<file path="config.mk">
export PLATFORM = sky130hd
export DESIGN_NAME = out_word_uart_tx
export DESIGN_NICKNAME = d
export VERILOG_FILES = /design/src/rtl/out_word_uart_tx.sv
export SDC_FILE = /design/constraint.sdc
export NUM_CORES = 1
export LEC_CHECK = 0
export ABC_CLOCK_PERIOD_IN_PS = 4390
export CAP_MARGIN = 5
export CORE_MARGIN = 5
export CORE_UTILIZATION = 50
export CTS_CLUSTER_SIZE = 24
export DETAILED_ROUTE_END_ITERATION = 10
export GPL_TIMING_DRIVEN = 0
export PLACE_DENSITY = 0.68
export SYNTH_ARGS = -nofsm -noshare
export SYNTH_HDL_FRONTEND = slang
export SYNTH_SLANG_ARGS = --single-unit
</file>
<file path="constraint.sdc">
create_clock -name clk -period 4.39 [get_ports clk]
set_input_delay 0.878 -clock clk [delete_from_list [all_inputs] [get_ports clk]]
set_output_delay 0.878 -clock clk [all_outputs]
set_load 0.02 [all_outputs]
</file>
<file path="src/rtl/out_word_uart_tx.sv">
// Word-buffered UART transmitter: each 32-bit word leaves as four bytes, byte 0 = bits [7:0] first.
// Optional even-parity bit per byte when OUT_WORD_UART_TX_PARITY_EN is defined (8E1, else 8N1).
module out_word_uart_tx #(
    parameter int unsigned CLKS_PER_BIT = 868,
    parameter int unsigned FIFO_DEPTH   = 4
) (
    input  logic        clk,
    input  logic        reset,
    input  logic        wr_en,
    input  logic [31:0] wr_data,
    output logic        full,
    output logic        busy,
    output logic        overflow,
    output logic        tx
);

    localparam int unsigned WORD_W = 32;
    localparam int unsigned PTR_W  = $clog2(FIFO_DEPTH);
    localparam int unsigned CNT_W  = PTR_W + 1;
    localparam int unsigned TMR_W  = 16;
    localparam int unsigned BIT_W  = 3;
    localparam int unsigned BYTE_W = 2;

    localparam logic [TMR_W-1:0]  BIT_RELOAD = TMR_W'(CLKS_PER_BIT - 1);
    localparam logic [CNT_W-1:0]  CNT_FULL   = CNT_W'(FIFO_DEPTH);
    localparam logic [BIT_W-1:0]  LAST_BIT   = BIT_W'(7);
    localparam logic [BYTE_W-1:0] LAST_BYTE  = BYTE_W'(3);

    typedef enum logic [2:0] {
        S_IDLE,
        S_LOAD,
        S_START,
        S_DATA,
        S_STOP
`ifdef OUT_WORD_UART_TX_PARITY_EN
        , S_PARITY
`endif
    } state_t;

    logic [WORD_W-1:0] r_mem [FIFO_DEPTH];
    logic [PTR_W-1:0]  r_wr_ptr;
    logic [PTR_W-1:0]  r_rd_ptr;
    logic [CNT_W-1:0]  r_count;
    logic              r_full;
    logic              r_busy;
    logic              r_overflow;
    logic              r_tx;

    state_t             r_state;
    logic [TMR_W-1:0]   r_timer;
    logic [BIT_W-1:0]   r_bit_cnt;
    logic [BYTE_W-1:0]  r_byte_cnt;
    logic [WORD_W-1:0]  r_shift;

    logic               w_push;
    logic               w_pop;
    logic [CNT_W-1:0]   w_count_next;
    state_t             w_state_next;
    logic [TMR_W-1:0]   w_timer_next;
    logic [BIT_W-1:0]   w_bit_next;
    logic [BYTE_W-1:0]  w_byte_next;
    logic [WORD_W-1:0]  w_shift_next;
    logic               w_bit_end;
    logic               w_tx_next;

`ifdef OUT_WORD_UART_TX_PARITY_EN
    logic               r_parity;
    logic               w_parity_next;
`endif

    assign full     = r_full;
    assign busy     = r_busy;
    assign overflow = r_overflow;
    assign tx       = r_tx;

    // Writes are judged against the registered full flag; the only pop is in LOAD.
    assign w_push    = wr_en & ~r_full;
    assign w_pop     = (r_state == S_LOAD);
    assign w_bit_end = (r_timer == '0);

    always_comb begin
        w_count_next = r_count;
        case ({w_push, w_pop})
            2'b10:   w_count_next = r_count + CNT_W'(1);
            2'b01:   w_count_next = r_count - CNT_W'(1);
            default: w_count_next = r_count;
        endcase
    end

    // FIFO payload storage; contents are don't-care while the count says empty.
    always_ff @(posedge clk) begin
        if (w_push) begin
            r_mem[r_wr_ptr] <= wr_data;
        end
    end

    always_ff @(posedge clk or negedge reset) begin
        if (!reset) begin
            r_wr_ptr   <= '0;
            r_rd_ptr   <= '0;
            r_count    <= '0;
            r_full     <= 1'b0;
            r_overflow <= 1'b0;
        end else begin
            if (w_push) begin
                r_wr_ptr <= r_wr_ptr + PTR_W'(1);
            end
            if (w_pop) begin
                r_rd_ptr <= r_rd_ptr + PTR_W'(1);
            end
            r_count    <= w_count_next;
            r_full     <= (w_count_next == CNT_FULL);
            r_overflow <= r_overflow | (wr_en & r_full);
        end
    end

    // Serializer next-state: every bit lasts CLKS_PER_BIT cycles, boundary when the timer hits 0.
    always_comb begin
        w_state_next  = r_state;
        w_timer_next  = r_timer;
        w_bit_next    = r_bit_cnt;
        w_byte_next   = r_byte_cnt;
        w_shift_next  = r_shift;
`ifdef OUT_WORD_UART_TX_PARITY_EN
        w_parity_next = r_parity;
`endif
        case (r_state)
            S_IDLE: begin
                if (r_count != '0) begin
                    w_state_next = S_LOAD;
                end
            end
            S_LOAD: begin
                w_shift_next = r_mem[r_rd_ptr];
                w_byte_next  = '0;
                w_bit_next   = '0;
                w_timer_next = BIT_RELOAD;
                w_state_next = S_START;
            end
            S_START: begin
                if (w_bit_end) begin
                    w_state_next  = S_DATA;
                    w_timer_next  = BIT_RELOAD;
                    w_bit_next    = '0;
`ifdef OUT_WORD_UART_TX_PARITY_EN
                    w_parity_next = 1'b0;
`endif
                end else begin
                    w_timer_next = r_timer - TMR_W'(1);
                end
            end
            S_DATA: begin
                if (w_bit_end) begin
                    w_shift_next  = {1'b0, r_shift[WORD_W-1:1]};
                    w_timer_next  = BIT_RELOAD;
`ifdef OUT_WORD_UART_TX_PARITY_EN
                    w_parity_next = r_parity ^ r_shift[0];
`endif
                    if (r_bit_cnt == LAST_BIT) begin
`ifdef OUT_WORD_UART_TX_PARITY_EN
                        w_state_next = S_PARITY;
`else
                        w_state_next = S_STOP;
`endif
                    end else begin
                        w_bit_next = r_bit_cnt + BIT_W'(1);
                    end
                end else begin
                    w_timer_next = r_timer - TMR_W'(1);
                end
            end
`ifdef OUT_WORD_UART_TX_PARITY_EN
            S_PARITY: begin
                if (w_bit_end) begin
                    w_state_next = S_STOP;
                    w_timer_next = BIT_RELOAD;
                end else begin
                    w_timer_next = r_timer - TMR_W'(1);
                end
            end
`endif
            S_STOP: begin
                if (w_bit_end) begin
                    if (r_byte_cnt != LAST_BYTE) begin
                        w_byte_next  = r_byte_cnt + BYTE_W'(1);
                        w_timer_next = BIT_RELOAD;
                        w_state_next = S_START;
                    end else begin
                        w_state_next = S_IDLE;
                    end
                end else begin
                    w_timer_next = r_timer - TMR_W'(1);
                end
            end
            default: begin
                w_state_next = S_IDLE;
            end
        endcase
    end

    // Line level for the coming cycle, derived from where the serializer is heading.
    always_comb begin
        w_tx_next = 1'b1;
        case (w_state_next)
            S_START:  w_tx_next = 1'b0;
            S_DATA:   w_tx_next = w_shift_next[0];
`ifdef OUT_WORD_UART_TX_PARITY_EN
            S_PARITY: w_tx_next = w_parity_next;
`endif
            default:  w_tx_next = 1'b1;
        endcase
    end

    always_ff @(posedge clk or negedge reset) begin
        if (!reset) begin
            r_state    <= S_IDLE;
            r_timer    <= '0;
            r_bit_cnt  <= '0;
            r_byte_cnt <= '0;
            r_shift    <= '0;
            r_tx       <= 1'b1;
            r_busy     <= 1'b0;
`ifdef OUT_WORD_UART_TX_PARITY_EN
            r_parity   <= 1'b0;
`endif
        end else begin
            r_state    <= w_state_next;
            r_timer    <= w_timer_next;
            r_bit_cnt  <= w_bit_next;
            r_byte_cnt <= w_byte_next;
            r_shift    <= w_shift_next;
            r_tx       <= w_tx_next;
            r_busy     <= (w_count_next != '0) || (w_state_next != S_IDLE);
`ifdef OUT_WORD_UART_TX_PARITY_EN
            r_parity   <= w_parity_next;
`endif
        end
    end

endmodule

</file>
* After elaboration in Yosys (flattened, before gate mapping)
Memory sizes are Yosys's and may differ from the RTL's.
Index checks and enable logic that the tools add are counted.
Widths: inputs -> output; s select.
** Storage, ports and cells
- Memories kept :: 1
- Input port bits :: 35
- Register bits after elaboration :: 67
- Output and inout bits :: 4
- Memory bits (writable) :: 128
- Logic and storage cells :: 81
** Memory list
- r_mem :: depth 4, width 32, rd ports 1, clocked after memory_dff 0, wr ports 1, line 40 : logic [WORD_W-1:0] r_mem [FIFO_DEPTH];
** Operators by class
- Reductions and logical operators :: 15
- Bitwise operators :: 4
- Add/subtract/negate cells :: 7
- Equality and inequality tests :: 17
- Muxes and demuxes :: 24
** Operators with widths (count)
- $pmux 32 s2 :: 1
- $mux 16 :: 3
- $pmux 16 s3 :: 1
- $mux 32 :: 1
- $mux 3 :: 8
- $logic_not 16->1 :: 1
- $sub 16x1->16 const B :: 1
- $pmux 3 s5 :: 1
- $reduce_bool 3->1 :: 5
- $eq 3x2->1 const B :: 4
- $ne 2x2->1 const B :: 6
- $eq 3x3->1 const B :: 3
- $pmux 3 s3 :: 1
- $add 2x1->2 const B :: 3
- $add 3x1->3 const B :: 2
- $mux 2 :: 3
- $pmux 3 s2 :: 1
- $pmux 2 s2 :: 1
- $reduce_and 2->1 :: 2
- $reduce_and 4->1 :: 1
- $reduce_bool 2->1 :: 2
- $eq 3x1->1 const B :: 1
- $logic_not 3->1 :: 1
- $ne 3x3->1 const B :: 1
- 11 further kinds :: 13

* Logic depth before layout (Yosys ltp)
- Word-level depth :: 6
- Gate-level depth with buffers :: 11
- Depth with buffers taken out :: 10

* Least setup slack after synthesis
Ideal clock, no wire load.
- Path kind :: input port to flip-flop
- Start :: in wr_en
- End :: reg r_busy, in the netlist busy
- Cell stages on the path :: 10
- Library setup time :: 138 ps
- Arrival time :: 2295 ps
- Slack :: 1956 ps
- Data required time :: 4252 ps
- Path buffers :: 1
- Cells stage by stage :: nor2b_1 -> clkbuf_1 -> inv_1 -> ha_1 -> inv_1 -> fa_1 -> xor2_1 -> nor2_1 -> xnor2_1 -> nand4b_1
** Between the ends
- Longest elaborated chain between the ends :: 5
- Elaborated cells between the ends (all ways) :: 6
- Those cells by class :: 2 x eq/ne; 1 x mux; 1 x bitwise; 2 x reduce/logical
** Ends and longest elaborated chain
- start, declared :: line 9 : input logic wr_en,
- $and 1x1->1 (*) :: line 77 : assign w_push = wr_en & ~r_full;
- $eq 2x1->1 or $eq 2x2->1 (tied branches) :: line 83 : case ({w_push, w_pop})
- $pmux 3 s2 (*) :: line 83
- $reduce_bool 3->1 (*) :: line 233 : r_busy <= (w_count_next != '0) || (w_state_next != S_IDLE);
- $logic_or 1x1->1 (*) :: line 233
- end signal, assigned :: line 233
- end, declared :: line 45 : logic r_busy;
Every way passes the cells marked *; elsewhere a longest branch is shown, timed or not.
A chain may end at the register's enable or synchronous reset.

* Worst setup path after layout
- Start :: reg r_state[0]
- End :: reg r_busy, in the netlist busy
** Between the ends
- Longest elaborated chain between the ends :: 5
- Elaborated cells between the ends (all ways) :: 17
- Those cells by class :: 6 x eq/ne; 7 x mux; 4 x reduce/logical
** Ends and longest elaborated chain
- start, declared :: line 49 : state_t r_state;
- start signal, assigned :: line 227 : r_state <= w_state_next;
- $eq 3x1->1 or $mux 3 (tied branches) :: line 78, 127, 159
- $eq 2x1->1 (tied with other cells) :: line 83
- $pmux 3 s2 or $pmux 3 s5 (tied branches) :: line 83, 127
- $reduce_bool 3->1 :: line 233
- $logic_or 1x1->1 (*) :: line 233
Marked as above.

==> results.cfg <==
[layout]
fillers = 1173
nNetsFinal = 652
seq_area_mm2 = 0.00552
drive_above_1_share_pct = 15.3
area_growth_syn_to_layout_pct = 16.6
multiInputGateArea_mm2 = 0.00243
diodes = 0
final_cell_area_mm2 = 0.00949

[timing]
slew_headroom_pct = 41.8
fmax_mhz = 375
min_period_over_period_pct = 60.7
final.setup.tns_ns = 0
hold_viol = 0
fin_crit_ns = 2.67
skew_ns = 0.0130
maxSlewViolCount = 0
rsz0062_at_grt = false
worst_slew_pin_slew_ns = 0.873
finalSetupViolCount = 0

[synthesis]
syn_avg_cell_area_um2 = 14.9
yosysUniqueCellTypes = 55
seq_area_frac_synth_pct = 67.8
synth_async_sr_flop_share_pct = 34.4
ys_ff_latch = 195
synthesis.area_mm2 = 0.00814
syn-num-nets = 591
yosysWarningCount = 0
synth-edff-count = 128
synth_ff_type = edfxtp_1
netlist_instances = 545

[clocking]
ctsResizeCount = 0
clock_latency_ns = 0.43
postCtsSetupRepairBufs = 0
clockBufferDepth = 2
cts_root_buf = clkbuf_16
numCtsBuffers = 17
cts_tree = yes
clkSinkCount = 195
ctsHoldBuffers = 0
clk_pin_slew_worst_paths_ns = 0.07
htree_levels = 4

[worst_setup_path]
cp-end-kind = flip-flop
crit_chain = nor2b_1 > clkbuf_1 > nand2_1 > inv_1 > ha_1 > inv_1 > fa_1 > xor2_1 > nor2_1 > xnor2_1 > nand4b_1
r2r_slack_ns = 1.72
worstSetupPathType = reg2reg
cp_slowest_cell = dfrtp_1
cp_data_arrival_time_ns = 2.95
critPathLaunchType = flip-flop
cpMostUsedCell = inv_1
critical_path_required_ns = 4.68
crit_fanout = 7
critPathMaxStageDelay_ns = 0.44

[power_and_ir_drop]
powerDensity_mw_per_mm2 = 656
leakage_uw = 0.00336
power_uw = 6220
peakVddDrop_mv = 0.364

[global_route]
grt_max_degree = 68
track_usage_pct = 18.6
gr-usage-met1_pct = 22.7
grt_pass1_vias = 5172
grt_overflow = 0
antenna_found_initial = 0
grt_pass1_wl_mm = 26.6
grt-busiest-layer = met2
use_met3_pct = 4.49
groute.layer.met2.usage_pct = 32.1

[place]
hpwl_mm = 10.8
gp_congestion = 0.878
dpl_cell_area_mm2 = 0.00888
portBuffers = 38

[detailed_routing]
routed-via-count = 4968
drcViolationCount = 0
avgRoutedWirePerCell_um = 19.6
drtAntennaViolNets = 0
finalWirelength_mm = 16.3
drt-initial-drc-count = 481
drt_pass1_iterations = 5
viasPerCell = 5.95

[floorplanning]
die_h_um = 138
die_x_um = 138
die_area_mm2 = 0.0189
ios = 39
rows = 46
core_mm2 = 0.0159
initial_core_util_pct = 51.1

[job]
maxCapViolations = 0

[worst_hold_path]
hold_path_class = reg2reg

[run_status]
status = completed
-- state kept, by name, summed over array words and instances (netlist names), 2 cells and up --
| register | cells |
|---|---|
| r_count | 3 |
| r_shift | 32 |
| r_rd_ptr | 2 |
| r_timer | 16 |
| r_byte_cnt | 2 |
| r_wr_ptr | 2 |
| r_state | 3 |
| r_mem | 128 |
| r_bit_cnt | 3 |
-- synth_stat cells, types with 10 or more instances --
cell / n / share of area [%]
o21ai_0: 16 / 0.98
buf_2: 11 / 0.68
a21oi_1: 40 / 2.5
nand2_1: 21 / 0.97
dfrtp_1: 66 / 20
nor2_1: 26 / 1.2
inv_1: 15 / 0.69
clkbuf_1: 19 / 0.88
mux4_2: 32 / 8.9
ha_1: 10 / 1.5
edfxtp_1: 128 / 47
o22ai_1: 60 / 4.6
-- final cells by class --
cell class / instances / area share, %
Clock inverter: 15 / 2.02
Sequential cell: 195 / 58.2
Tap cell: 216 / 2.85
Buffer: 32 / 1.49
Clock buffer: 17 / 4.48
Timing Repair Buffer: 42 / 4.82
Multi-Input combinational cell: 303 / 25.6
Inverter: 15 / 0.593
-- layer usage --
layer,vias up,wire length (um)
met5,-,0
met4,0,395
li1,2286,-
met1,2505,6610
met2,148,8480
met3,29,857
-- cell families after synthesis --
family,Yosys count,share of synthesized area [%]
xor gates and xnor gates,10,1.08
DFF,195,67.8
muxes,32,8.85
and+or+nand+nor,99,6.61
adders and majority gates,11,1.78
buffers and inverters,47,2.43
AOI/OAI and AO/OA,151,11.4
-- critical path: cells and delay by family (launching register included) --
kind	cells	cell delay, ns
AND/OR/NAND/NOR	4	0.60
adder cells (fa/ha/maj)	2	0.59
buffers and inverters	3	0.55
flip-flops	1	0.44
XOR/XNOR	2	0.34
-- placed cells by master (no fill, tap or decap), drive strengths merged, types with 5 or more instances in the layout --
cell type / count
edfxtp: 128
dfrtp: 66
o22ai: 60
a21oi: 40
clkdlybuf4s50: 37
clkbuf: 36
mux4: 32
nor2: 27
nand2: 22
inv: 21
o21ai: 18
buf: 18
nor3: 11
ha: 10
o211ai: 6
clkinv: 6
nand4: 5
xnor2: 5
xor2: 5
-- power by group --
group	switching, uW	leakage, uW	internal, uW	total (uW)
Clock	717	0.000300	868	1580
Sequential	259	0.00199	2450	2700
Combinational	1070	0.00106	859	1930
-- final timing paths --
| check | start | endpoint | cells past startpoint |
|---|---|---|---|
| setup / recovery | r_state[0] | busy | 11 |
| hold / removal | overflow | overflow | 1 |
| setup reg to reg | r_state[0] | busy | 11 |
| hold reg to reg | overflow | overflow | 1 |
| max in group asynchronous | reset | r_shift[1] | 1 |
| min in group asynchronous | reset | r_timer[3] | 1 |
-- per-stage QoR --
step                instances  hold WS (ns)  setup WS, ns  utilization [%]
detailed placement        803         0.450          1.30             55.7
CTS                       835         0.465          1.73             59.5
global placement          799         0.440         0.142             55.2
floorplan                 545         0.467          1.96                -
finish                    835         0.460          1.72             59.5
global route              835         0.486          1.52             59.5
Power figures use the tool's default switching activity.
